--- config.mk ---
export PLATFORM = sky130hd
export DESIGN_NAME = gp_timer_flat
export DESIGN_NICKNAME = d
export VERILOG_FILES = /design/src/rtl/gp_timer_if.sv /design/src/rtl/gp_timer.sv /design/src/flat_wrapper.sv
export SDC_FILE = /design/constraint.sdc
export NUM_CORES = 1
export LEC_CHECK = 0
export BUFFER_PORTS_ARGS = -buffer_cell sky130_fd_sc_hd__buf_4
export CAP_MARGIN = 0
export CORE_MARGIN = 2
export CORE_UTILIZATION = 58
export DETAILED_ROUTE_END_ITERATION = 6
export PLACE_DENSITY = 0.75
export SLEW_MARGIN = 20
export SYNTH_ARGS = -nofsm -noshare
export SYNTH_HDL_FRONTEND = slang
export SYNTH_SLANG_ARGS = --single-unit
export TNS_END_PERCENT = 5
--- constraint.sdc ---
create_clock -name i_clk -period 2 [get_ports i_clk]
set_input_delay 0.2 -clock i_clk [delete_from_list [all_inputs] [get_ports i_clk]]
set_output_delay 0.2 -clock i_clk [all_outputs]
set_load 0.01 [all_outputs]
--- src/rtl/gp_timer_if.sv ---
// gp_timer control interface: count enable in, sticky expiry flag out.
// Clock and reset stay as plain module ports.
interface gp_timer_if;
    logic i_start;
    logic o_timeout;

    modport master (
        output i_start,
        input  o_timeout
    );

    modport slave (
        input  i_start,
        output o_timeout
    );
endinterface

--- src/rtl/gp_timer.sv ---
// gp_timer: one-shot timeout timer counting enabled cycles.
// Sticky expiry flag, cleared only by the async active-low reset.
module gp_timer #(
    parameter int unsigned TIMEOUT = 1500000,
    parameter int          RST_LVL = 0
) (
    input  logic       i_clk,
    input  logic       i_rst,
    gp_timer_if.slave  bus
);

    localparam int CNT_W = $clog2(64'(TIMEOUT) + 64'd1);

    localparam logic [CNT_W-1:0] CNT_LAST = CNT_W'(TIMEOUT - 1);
    localparam logic [CNT_W-1:0] CNT_MAX  = CNT_W'(TIMEOUT);

    // Only an active-low reset is implemented.
    if (RST_LVL != 0) begin : g_bad_rst_lvl
        $error("gp_timer: RST_LVL must be 0");
    end

    logic [CNT_W-1:0] cnt;
    logic [CNT_W-1:0] cnt_nxt;
    logic             to_nxt;

    // Next-state: hold once expired, count while enabled, else hold.
    always_comb begin
        cnt_nxt = cnt;
        to_nxt  = bus.o_timeout;
        unique case (1'b1)
            bus.o_timeout: begin
                cnt_nxt = cnt;
                to_nxt  = 1'b1;
            end
            (!bus.o_timeout && bus.i_start): begin
                cnt_nxt = cnt + 1'b1;
                to_nxt  = (cnt == CNT_LAST);
            end
            (!bus.o_timeout && !bus.i_start): begin
                cnt_nxt = cnt;
                to_nxt  = 1'b0;
            end
            default: begin
                cnt_nxt = cnt;
                to_nxt  = bus.o_timeout;
            end
        endcase
    end

    // Counter and flag registers with asynchronous clear.
    always_ff @(posedge i_clk or negedge i_rst) begin
        if (!i_rst) begin
            cnt           <= '0;
            bus.o_timeout <= 1'b0;
        end else begin
            cnt           <= cnt_nxt;
            bus.o_timeout <= to_nxt;
        end
    end

    a_sticky : assert property (
        @(posedge i_clk) disable iff (!i_rst)
        bus.o_timeout |=> bus.o_timeout
    );

    a_range : assert property (
        @(posedge i_clk) disable iff (!i_rst)
        cnt <= CNT_MAX
    );

    a_flag : assert property (
        @(posedge i_clk) disable iff (!i_rst)
        bus.o_timeout == (cnt == CNT_MAX)
    );

endmodule

--- src/flat_wrapper.sv ---
// flat-port wrapper written by rule: the top's interface ports become plain ports
module gp_timer_flat 
#(
    parameter int unsigned TIMEOUT = 1500000,
    parameter int          RST_LVL = 0
)
  (i_clk, i_rst, bus_i_start, bus_o_timeout);
  gp_timer_if bus_i ();
  input  logic i_clk;
  input  logic i_rst;
  input wire logic [$bits(bus_i.i_start)-1:0] bus_i_start;
  output wire logic [$bits(bus_i.o_timeout)-1:0] bus_o_timeout;
  assign bus_i.i_start = bus_i_start;
  assign bus_o_timeout = bus_i.o_timeout;
  gp_timer #(.TIMEOUT(TIMEOUT), .RST_LVL(RST_LVL)) u_core (.i_clk(i_clk), .i_rst(i_rst), .bus(bus_i));
endmodule
==> results.md <==
* Area of placed instances at 1100 um^2
* Initial antenna violation count at 0
* Post-CTS Setup Inserts at 0
* Cell taking the most area after synthesis: dfrtp_1
* Yosys warns at 0
* CTS sink count at 22
* Max incr delay on CP at 0.43 ns
* Reg clk slew, reported paths at 0.11 ns
* Worst hold path type: in -> async
* Worst slew margin at 71.9%
* Logic gate share of total power at 16.7%
* Worst-margin pin slew at 0.421 ns
* Setup TNS at 0 ns
* Worst Path Max Fanout at 4
* Syn nets at 90
* Drt first pass iters at 4
* Vias in the first global route at 634
* Depth of the worst register-to-register path at 5
* Synth area leaders: dfrtp_1 (53%), xnor2_1 (12%), xor2_1 (5.0%), nand3_1 (4.3%), nand2_1 (2.5%)
* Final HPWL DP at 1160 um
* Footprint of the multi-input gates at 489 um^2
* Initial Utilization at 61.1%
* Fmax at 0.653 GHz
* Syn-to-layout area delta at 8.27%
* Peak supply drop at 0.600 mV
* WL final at 1560 um
* PwrDens at 861 nW/um^2
* Top delay family on crit path: simple AND/OR/NAND/NOR gates
* Critical Path Start Type: register
* Syn Std Cell Area at 1040 um^2
* Total power at 0.000973 W
* Layout cell share with drive strength beyond 1 at 16.1%
* Antenna viol nets, final at 0
* Final Hold Vio Count at 0
* Fillcell total at 141
* Tcrit/Tclk final at 76.6%
* Endpoints failing setup at 0
* CP cell instances: ha_1 -> nand3_2 -> nor4_2 -> nand3_1 -> xnor2_1
* Leak at 0.520 nW
* Crit. path cell count at 5
* Core ar. at 1710 um^2
* Clk root buf: clkbuf_4
* Internal at 0.000671 W
* Critical path class: reg -> reg
* Grt ovf at 0
* TritonCTS clock tree: done
* Syn Inst Count at 86
* Die area at 2150 um^2
* I/O Pins at 4
* Worst Path Buf+Inv at 0
* Seq pwr share at 63.6%
* Drt wl/cell at 13.2 um
* Port Buffers at 3
* Final Cell Area at 1130 um^2
* Tmin final at 1.53 ns
* Switching fraction of total power at 31.1%
* Ant diodes at 0
* Post-synth cell types at 25
* Detailed router's first-iteration violation count at 12
* Largest net degree at the start of global routing at 23
* RSZ-0062 raised after global routing: false
* Arrival @ worst endpoint at 1.73 ns
* NumNets Final at 99
* Worst Path Required at 2.20 ns
* Yosys reg bits at 22
* Residual DRC at 0
* Clk buf depth at 2
* CP max stage cell: dfrtp_1
* Max Cap Viol at 0
* Pre-CTS setup slack at 0.479 ns
* GRT Resource Usage Total at 19.1%
* RePlAce Congestion at 0.753
* # H-tree levels at 1
* Die Width at 46.4 um
* Max Slew Vio Count at 0
* Seq/Total Area, Yosys at 52.8%
* Post-route worst setup slack at 0.468 ns
* Clk_lat worst skew at 0.30 ns
* Worst-case clock skew at 0.00346 ns
* Cts bufs inserted at 3
* Status: complete, no violations
* Vias per cell at 5.33
* Die H at 46.4 um
* First-pass GRT wire length at 2860 um
* # rows at 15
* Clk pwr share at 19.7%
* Via count at 629
* Worst Setup End Kind: register
* Post-synth top area share at 52.8%
* NetSw at 0.000302 W
* Syn_area_per_cell at 12.1 um^2
* Register area at 551 um^2
metal layers:
metal / vias up / share of wire, % / GRT usage, %
met3: 0 / 3.3 / 7.06
met1: 308 / 49 / 27.2
met5: - / 0 / 0
li1: 316 / - / -
met2: 5 / 48 / 28.3
met4: 0 / 0 / 3.43
power groups by stage:
stage          combinational (W)  sequential [W]  clock (W)
2_1_floorplan           0.000132        0.000609          0
3_3_place_gp            0.000159        0.000623          0
3_5_place_dp            0.000163        0.000628          0
4_1_cts                 0.000166        0.000619   0.000199
5_1_grt                 0.000189        0.000630   0.000221
6_report                0.000163        0.000619   0.000191
cell families (layout without fill, tap and decap cells):
kind of cell	count (synthesis)	in the layout	synth area share (%)
and+or+nand+nor	41	41	27.8
DFF	22	22	52.8
xor gates and xnor gates	20	20	16.8
adders and majority gates	1	1	1.20
muxes	1	1	1.08
buffers and inverters	1	8	0.359
sequential cells by signal, indices dropped and copies added (netlist names):
| signal | count |
|---|---|
| u_core.cnt | 21 |
| u_core.bus.o_timeout | 1 |
metrics by stage:
step	util, %	std cells	hold WS, ns
CTS	66.2	118	0.302
detailed placement	64.2	114	0.0997
floorplan	-	86	-0.0956
global route	66.2	118	0.317
global placement	64.2	114	0.0961
finish	66.2	118	0.312
repair_timing:
item | in CTS | in global routing
gates resized for setup | 0 | 0
hold endpoints to repair | 22 | 0
hold buffers | 1 | 0
cell usage in the layout (no fill, tap or decap), types with 3 or more instances in the layout:
| cell | instances |
|---|---|
| nand3_1 | 9 |
| xor2_1 | 6 |
| clkbuf_4 | 3 |
| xnor2_1 | 14 |
| nor2_1 | 6 |
| nand2_1 | 7 |
| buf_4 | 3 |
| dfrtp_1 | 22 |
| nand4_1 | 4 |
final timing paths:
check	startpoint	endpoint	slack, ns
max	u_core.cnt[0]	u_core.cnt[20]	0.47
min	i_rst	u_core.cnt[6]	0.31
max reg2reg	u_core.cnt[0]	u_core.cnt[20]	0.47
min reg2reg	u_core.cnt[15]	u_core.cnt[15]	0.50
max in group asynchronous	i_rst	u_core.cnt[14]	1.47
min in group i_clk	bus_i_start	u_core.cnt[10]	0.39
cell usage after synthesis:
cell type and n:
xnor2_1 14, xor2_1 6, nand4b_4 1, nor3_2 1, nand4_1 4, nor4_1 1
inv_1 1, ha_1 1, nor4b_1 1, nor2b_1 1, and4_1 1, nand4_2 1
nand3_2 1, nand4_4 1, nand3_1 9, nor2_1 6, nor4_4 1, or2_2 1
nand4bb_1 1, mux2_2 1, and3_1 1, nand2_1 7, dfrtp_1 22, nor4_2 1
nand2b_1 1
area by class of cell:
type	instances	share of cell area [%]
flip-flops and latches	22	48.7
clock buffers	3	1.99
repair buffers	4	2.88
inverters	1	0.332
well taps	25	2.77
multi-input cells	63	43.3
No activity file was read; power rests on OpenSTA's default activity.
